### src/rtl/ram_arb_pkg.sv
// Shared types and constants for the multi-master RAM arbiter.
// Strobe constants describe the RAM pins when no master owns the bus.
package ram_arb_pkg;

   typedef enum logic {
      ARB_FIXED = 1'b0,
      ARB_RR    = 1'b1
   } arb_mode_e;

   typedef enum logic [1:0] {
      IDLE     = 2'd0,
      GRANT    = 2'd1,
      HANDOVER = 2'd2
   } arb_state_e;

   localparam logic RAM_CS_OFF  = 1'b0;
   localparam logic RAM_WEN_OFF = 1'b1;
   localparam logic RAM_OEN_OFF = 1'b1;

endpackage

### src/rtl/arb_picker.sv
// Rotating-base priority encoder: returns the first set request at or
// after i_base, wrapping modulo NUM_MASTERS. Base 0 gives fixed priority.
module arb_picker #(
   parameter int  NUM_MASTERS = 4,
   localparam int IDX_W       = $clog2(NUM_MASTERS)
) (
   input  logic [NUM_MASTERS-1:0] i_req,
   input  logic [IDX_W-1:0]       i_base,
   output logic                   o_valid,
   output logic [IDX_W-1:0]       o_index
);

   logic [IDX_W:0]   w_sum;
   logic [IDX_W-1:0] w_idx;

   // Scan from the farthest offset down so the nearest match is written last.
   always_comb begin
      o_valid = 1'b0;
      o_index = '0;
      w_sum   = '0;
      w_idx   = '0;
      for (int i = NUM_MASTERS - 1; i >= 0; i--) begin
         w_sum = {1'b0, i_base} + (IDX_W+1)'(i);
         if (w_sum >= (IDX_W+1)'(NUM_MASTERS)) begin
            w_sum = w_sum - (IDX_W+1)'(NUM_MASTERS);
         end
         w_idx = w_sum[IDX_W-1:0];
         if (i_req[w_idx]) begin
            o_valid = 1'b1;
            o_index = w_idx;
         end
      end
   end

endmodule

### src/rtl/ram_arbiter_mm.sv
// Multi-master single-port RAM arbiter with fixed or round-robin policy,
// a dead cycle at every ownership change and an advisory hold-limit yield.
module ram_arbiter_mm
   import ram_arb_pkg::*;
#(
   parameter int        NUM_MASTERS = 4,
   parameter int        ADDR_W      = 8,
   parameter int        DATA_W      = 8,
   parameter arb_mode_e ARB_MODE    = ARB_FIXED,
   parameter int        MAX_HOLD    = 0,
   localparam int       IDX_W       = $clog2(NUM_MASTERS)
) (
   input  logic                          Clk,
   input  logic                          Rst,
   input  logic [NUM_MASTERS-1:0]        M_Req,
   input  logic [NUM_MASTERS-1:0]        M_Idle,
   output logic [NUM_MASTERS-1:0]        M_Grant,
   output logic [NUM_MASTERS-1:0]        M_Yield,
   input  logic [NUM_MASTERS*ADDR_W-1:0] M_Address,
   input  logic [NUM_MASTERS*DATA_W-1:0] M_DataOut,
   input  logic [NUM_MASTERS-1:0]        M_Cs,
   input  logic [NUM_MASTERS-1:0]        M_Wen,
   input  logic [NUM_MASTERS-1:0]        M_Oen,
   output logic [ADDR_W-1:0]             RAM_Address,
   output logic [DATA_W-1:0]             RAM_DataIn,
   output logic                          RAM_Cs,
   output logic                          RAM_Wen,
   output logic                          RAM_Oen,
   output logic [IDX_W-1:0]              Owner,
   output logic                          Busy,
   output logic [1:0]                    o_dbg_state
);

   localparam int              HOLD_W   = (MAX_HOLD > 0) ? $clog2(MAX_HOLD + 1) : 1;
   localparam logic [HOLD_W-1:0] HOLD_MAX = HOLD_W'(MAX_HOLD);

   arb_state_e             r_state;
   arb_state_e             w_next_state;
   logic [IDX_W-1:0]       r_owner;
   logic [IDX_W-1:0]       r_rr_ptr;
   logic [HOLD_W-1:0]      r_hold_cnt;
   logic [NUM_MASTERS-1:0] r_grant;
   logic [NUM_MASTERS-1:0] r_yield;

   logic                   w_pick_valid;
   logic [IDX_W-1:0]       w_pick_idx;
   logic [IDX_W-1:0]       w_base;
   logic [IDX_W-1:0]       w_next_ptr;
   logic                   w_owner_release;
   logic                   w_competitor;

   assign w_base          = (ARB_MODE == ARB_RR) ? r_rr_ptr : '0;
   assign w_owner_release = !M_Req[r_owner] && M_Idle[r_owner];
   assign w_competitor    = |(M_Req & ~r_grant);
   assign w_next_ptr      = (w_pick_idx == IDX_W'(NUM_MASTERS - 1)) ? '0
                                                                    : w_pick_idx + IDX_W'(1);

   arb_picker #(
      .NUM_MASTERS (NUM_MASTERS)
   ) u_picker (
      .i_req   (M_Req),
      .i_base  (w_base),
      .o_valid (w_pick_valid),
      .o_index (w_pick_idx)
   );

   always_comb begin
      w_next_state = r_state;
      case (r_state)
         IDLE:     if (w_pick_valid) w_next_state = GRANT;
         GRANT:    if (w_owner_release) w_next_state = HANDOVER;
         HANDOVER: w_next_state = w_pick_valid ? GRANT : IDLE;
         default:  w_next_state = IDLE;
      endcase
   end

   // Yield is sticky for the rest of the tenure once raised.
   always_ff @(posedge Clk or posedge Rst) begin
      if (Rst) begin
         r_state    <= IDLE;
         r_owner    <= '0;
         r_rr_ptr   <= '0;
         r_hold_cnt <= '0;
         r_grant    <= '0;
         r_yield    <= '0;
      end else begin
         r_state <= w_next_state;
         if (w_next_state == GRANT && r_state != GRANT) begin
            r_owner    <= w_pick_idx;
            r_grant    <= NUM_MASTERS'(1) << w_pick_idx;
            r_rr_ptr   <= w_next_ptr;
            r_hold_cnt <= '0;
            r_yield    <= '0;
         end else if (w_next_state == GRANT) begin
            if (r_hold_cnt != HOLD_MAX) begin
               r_hold_cnt <= r_hold_cnt + HOLD_W'(1);
            end
            if (MAX_HOLD != 0 && r_hold_cnt == HOLD_MAX && w_competitor) begin
               r_yield <= r_grant;
            end
         end else begin
            r_owner    <= '0;
            r_grant    <= '0;
            r_yield    <= '0;
            r_hold_cnt <= '0;
         end
      end
   end

   // Only the owner's pins reach the RAM; everyone else is ignored.
   always_comb begin
      RAM_Address = '0;
      RAM_DataIn  = '0;
      RAM_Cs      = RAM_CS_OFF;
      RAM_Wen     = RAM_WEN_OFF;
      RAM_Oen     = RAM_OEN_OFF;
      if (r_state == GRANT) begin
         RAM_Address = M_Address[int'(r_owner)*ADDR_W +: ADDR_W];
         RAM_DataIn  = M_DataOut[int'(r_owner)*DATA_W +: DATA_W];
         RAM_Cs      = M_Cs[r_owner];
         RAM_Wen     = M_Wen[r_owner];
         RAM_Oen     = M_Oen[r_owner];
      end
   end

   assign M_Grant     = r_grant;
   assign M_Yield     = r_yield;
   assign Owner       = r_owner;
   assign Busy        = (r_state == GRANT);
   assign o_dbg_state = r_state;

endmodule

### config.mk
export PLATFORM = sky130hd
export DESIGN_NAME = ram_arbiter_mm
export DESIGN_NICKNAME = d
export VERILOG_FILES = /design/src/rtl/ram_arb_pkg.sv /design/src/rtl/arb_picker.sv /design/src/rtl/ram_arbiter_mm.sv
export SDC_FILE = /design/constraint.sdc
export NUM_CORES = 1
export LEC_CHECK = 0
export CAP_MARGIN = 30
export CORE_UTILIZATION = 26
export CTS_BUF_LIST = sky130_fd_sc_hd__clkbuf_2
export CTS_CLUSTER_SIZE = 10
export DETAILED_ROUTE_END_ITERATION = 8
export PLACE_DENSITY = 0.78
export SETUP_SLACK_MARGIN = 0.1
export SYNTH_ARGS = -nofsm -noshare
export SYNTH_HDL_FRONTEND = slang
export SYNTH_HIERARCHICAL = 1
export SYNTH_SLANG_ARGS = --single-unit
### constraint.sdc
create_clock -name Clk -period 1.7 [get_ports Clk]
set_clock_uncertainty 0.1 [all_clocks]
set_input_delay 0.255 -clock Clk [delete_from_list [all_inputs] [get_ports Clk]]
set_output_delay 0.255 -clock Clk [all_outputs]
set_load 0.01 [all_outputs]
==> tab_implementation.tex <==
\begin{tabular}{lr}
\hline
Metric & Value \\
\hline
\multicolumn{2}{l}{\textbf{Outcome}} \\
\quad Result of the run & finished, violations left \\
\quad Violated checks & setup timing \\
\multicolumn{2}{l}{\textbf{STA}} \\
\quad \# setup viols final & 26 \\
\quad Final worst-path cycle share & 1.19 \\
\quad Max Slew Vio Count & 0 \\
\quad Unrepaired setup endpoints after global routing & yes \\
\quad Final hold violation count & 0 \\
\quad Worst-case setup margin in the final layout & -0.315 ns \\
\quad Highest clock frequency the design can meet & 496 MHz \\
\quad Period minus WS final & 2.02 ns \\
\multicolumn{2}{l}{\textbf{Yosys}} \\
\quad Simple-gate share of the synthesized area & 0.262 \\
\quad Post-Syn Area per Cell & 10.7 um\^{}2 \\
\quad Cells taking the most area after synthesis & sky130\_fd\_sc\_hd\_\_mux4\_2, sky130\_fd\_sc\_hd\_\_dfrtp\_1, sky130\_fd\_sc\_hd\_\_and2\_1 \\
\quad Instance count of the mapped netlist & 103 \\
\quad Largest family of logic cells by synthesized area & multiplexers \\
\quad Post-synth design cell area & 1100 um\^{}2 \\
\quad Top\_reg\_cell synth & sky130\_fd\_sc\_hd\_\_dfrtp\_1 \\
\quad Share of cell area taken by muxes after synthesis & 0.397 \\
\quad Post-synthesis async set-or-reset flop share & 1.00 \\
\quad Post-synthesis share of cell area spent on xor and xnor gates & 0 \\
\quad Share of synthesized area occupied by flip-flops and latches & 0.181 \\
\quad Number of enable flip-flop cells after synthesis & 0 \\
\quad Post-synth top area share & 0.388 \\
\quad Number of distinct standard cells referenced by the synthesized netlist & 30 \\
\quad Synthesized flop and latch total & 8 \\
\quad Post-Synth Adder-Cell Area & 0 \\
\quad Area fraction in compound gates after synthesis & 0.0794 \\
\quad Cell taking the most area after synthesis & sky130\_fd\_sc\_hd\_\_mux4\_2 \\
\quad Count of warnings emitted by yosys & 6 \\
\multicolumn{2}{l}{\textbf{Global routing}} \\
\quad Largest net degree at the start of global routing & 18 \\
\quad Wire length of the first global-routing pass & 6.96 mm \\
\quad Number of global-route vias before repair & 1489 \\
\quad Global routing usage summed across all routing layers & 0.207 \\
\quad Number of antenna violations at the first check in global routing & 0 \\
\quad Total congestion overflow & 0 \\
\multicolumn{2}{l}{\textbf{Worst hold path}} \\
\quad Type of the most critical hold path & in -> async \\
\multicolumn{2}{l}{\textbf{Worst setup path}} \\
\quad Kind of start point of the critical path & flip-flop \\
\quad Crit path DAT & 1.66 ns \\
\quad Critical path class & reg -> out \\
\quad Crit path required time & 1.34 ns \\
\quad CP endpoint kind & output port \\
\quad CP startpoint & Owner[0]\$\_DFFE\_PP0P\_ \\
\quad Maximum fanout along the worst path & 5 \\
\quad R2r startpoint & Owner[0]\$\_DFFE\_PP0P\_ \\
\multicolumn{2}{l}{\textbf{Clock network}} \\
\quad Maximum number of buffers from clock root to sink & 2 \\
\quad Clock-pin slew of the registers on the worst-case setup and hold paths & 0.08 ns \\
\quad Clock latency reported for the late side of the worst-skew pair & 0.24 ns \\
\quad Cell at the root of the clock tree & sky130\_fd\_sc\_hd\_\_clkbuf\_2 \\
\quad CTS tree & built \\
\quad Number of buffers added by the clock tree synthesis step & 3 \\
\quad Number of sinks handled by clock tree synthesis & 8 \\
\quad Number of H-tree branching levels & 1 \\
\multicolumn{2}{l}{\textbf{Die}} \\
\quad Die Area & 4510 um\^{}2 \\
\quad Core area & 4030 um\^{}2 \\
\quad Die extent in y & 67.2 um \\
\quad Initial standard-cell utilization of the core & 0.274 \\
\quad Die X & 67.2 um \\
\quad Num ports & 118 \\
\quad Rows & 23 \\
\multicolumn{2}{l}{\textbf{Finish}} \\
\quad Antenna diode count & 0 \\
\quad \# nets final & 335 \\
\quad Layout area overhead & 145\% \\
\quad Number of standard cells in the layout, taps in and fillers out & 297 \\
\quad Layout cells sized above 1 & 0.409 \\
\multicolumn{2}{l}{\textbf{Routing}} \\
\quad Antenna Nets Post-Route & 0 \\
\quad Vias & 1381 \\
\quad Post-detailed-route wirelength per cell & 15.9 um \\
\quad Drt initial violations & 54 \\
\quad Count of TritonRoute iterations in the first routing pass & 4 \\
\quad Post-Route WL & 4.72 mm \\
\quad Average via count per standard cell & 4.65 \\
\quad Residual DRC & 0 \\
\multicolumn{2}{l}{\textbf{Pwr}} \\
\quad Power density over the cells & 1510 nW/um\^{}2 \\
\quad Lkg Pwr & 1.15 nW \\
\quad Peak supply drop & 853 uV \\
\quad Final Power & 4.09 mW \\
\multicolumn{2}{l}{\textbf{Placed design}} \\
\quad DP Cell Count & 284 \\
\quad Hpwl dp & 3.60 mm \\
\quad PortBufs & 113 \\
\quad GP Congestion & 0.844 \\
\multicolumn{2}{l}{\textbf{Run}} \\
\quad Total of max-cap violations & 0 \\
\hline
\end{tabular}
synth_stat cells (2+ instances only):
library cell / n
sky130_fd_sc_hd__clkbuf_1: 3
sky130_fd_sc_hd__nand2_1: 10
sky130_fd_sc_hd__dfrtp_1: 8
sky130_fd_sc_hd__nor2_1: 4
sky130_fd_sc_hd__inv_1: 2
sky130_fd_sc_hd__nand2b_1: 7
sky130_fd_sc_hd__buf_6: 2
sky130_fd_sc_hd__buf_4: 4
sky130_fd_sc_hd__nand3b_1: 2
sky130_fd_sc_hd__and2_1: 18
sky130_fd_sc_hd__buf_2: 2
sky130_fd_sc_hd__o21ai_2: 4
sky130_fd_sc_hd__mux4_2: 19
sky130_fd_sc_hd__nor4bb_1: 2
cell families (layout without fill, tap and decap cells):
group | after synthesis | count (layout)
compound gates | 11 | 11
buf+inv | 14 | 146
flops | 8 | 8
mux | 20 | 20
other cells | 1 | 13
simple gates | 49 | 49
sequential cells by signal (all words and copies together), names as in the netlist:
signal	count
Owner	2
o_dbg_state	2
M_Grant	4
cells in the final DEF, fill, tap and decap left out, types with 2 or more instances in the layout:
| master | instances |
|---|---|
| sky130_fd_sc_hd__conb_1 | 13 |
| sky130_fd_sc_hd__nor2_1 | 4 |
| sky130_fd_sc_hd__and2_4 | 18 |
| sky130_fd_sc_hd__buf_4 | 18 |
| sky130_fd_sc_hd__nand2b_1 | 4 |
| sky130_fd_sc_hd__dfrtp_1 | 7 |
| sky130_fd_sc_hd__buf_12 | 5 |
| sky130_fd_sc_hd__nor4bb_1 | 2 |
| sky130_fd_sc_hd__buf_6 | 24 |
| sky130_fd_sc_hd__o21ai_2 | 4 |
| sky130_fd_sc_hd__clkbuf_2 | 3 |
| sky130_fd_sc_hd__nand2_1 | 10 |
| sky130_fd_sc_hd__nand3b_1 | 2 |
| sky130_fd_sc_hd__dlygate4sd2_1 | 2 |
| sky130_fd_sc_hd__mux4_2 | 19 |
| sky130_fd_sc_hd__nand2b_4 | 3 |
| sky130_fd_sc_hd__clkdlybuf4s50_1 | 89 |
cell type report:
cell class / count / area (um^2)
sequential: 8 / 201
clock buffer: 3 / 15.0
multi-input combinational: 93 / 948
inverter: 2 / 7.51
fill: 323 / 1330
tap: 50 / 62.6
timing repair buffer: 141 / 1470
power by group:
group | internal, mW | switching, mW
registers | 0.274 | 0.0635
logic | 2.35 | 1.28
clock network | 0.0481 | 0.0709
total | 2.67 | 1.42
worst paths after layout:
path / slack (ns) / endpoint / cells after the start
worst max-delay path: -0.32 / RAM_Cs / 5
worst min-delay path: 0.16 / M_Grant[3]$_DFFE_PP0P_ / 2
worst max register to register: -0.27 / o_dbg_state[1]$_DFF_PP0_ / 7
worst min register to register: 0.44 / M_Grant[3]$_DFFE_PP0P_ / 2
max in group asynchronous: 1.08 / Owner[0]$_DFFE_PP0P_ / 2
min in group Clk: 0.44 / M_Grant[3]$_DFFE_PP0P_ / 2
stage by stage:
stage / setup TNS [ns] / setup slack (ns) / hold slack (ns) / cell area, um^2 / util
after floorplan: 0 / 0.00177 / -0.0293 / 1220 / -
after global placement: -8.37 / -0.479 / 0.421 / 2490 / 0.617
after detailed placement: -8.69 / -0.466 / 0.430 / 2490 / 0.617
after CTS: -6.70 / -0.349 / 0.162 / 2710 / 0.671
after global routing: -8.31 / -0.376 / 0.187 / 2700 / 0.671
final: -6.91 / -0.315 / 0.156 / 2700 / 0.671
layer usage:
layer	vias to the layer above	wire, um	GRT usage
met1	656	1680	0.219
met3	4	537	0.0541
met4	0	38	0.0479
li1	660	-	-
met2	61	2460	0.403
met5	-	0	0
what timing repair did:
item | in CTS | in global routing
buffers inserted | 8 | 1
resized for setup | 117 | 3
gates cloned | 2 | 0
hold buffers | 0 | 0
pin swaps | 19 | 1
endpoints found under the setup margin | 30 | 29
worst max-delay path, cell delays in order (launching register included):
cell                      delay [ns]
sky130_fd_sc_hd__dfrtp_2        0.41
sky130_fd_sc_hd__buf_6          0.12
sky130_fd_sc_hd__buf_6          0.12
sky130_fd_sc_hd__mux4_2         0.51
sky130_fd_sc_hd__and2_4         0.16
sky130_fd_sc_hd__buf_6          0.11
Power figures use the tool's default switching activity.
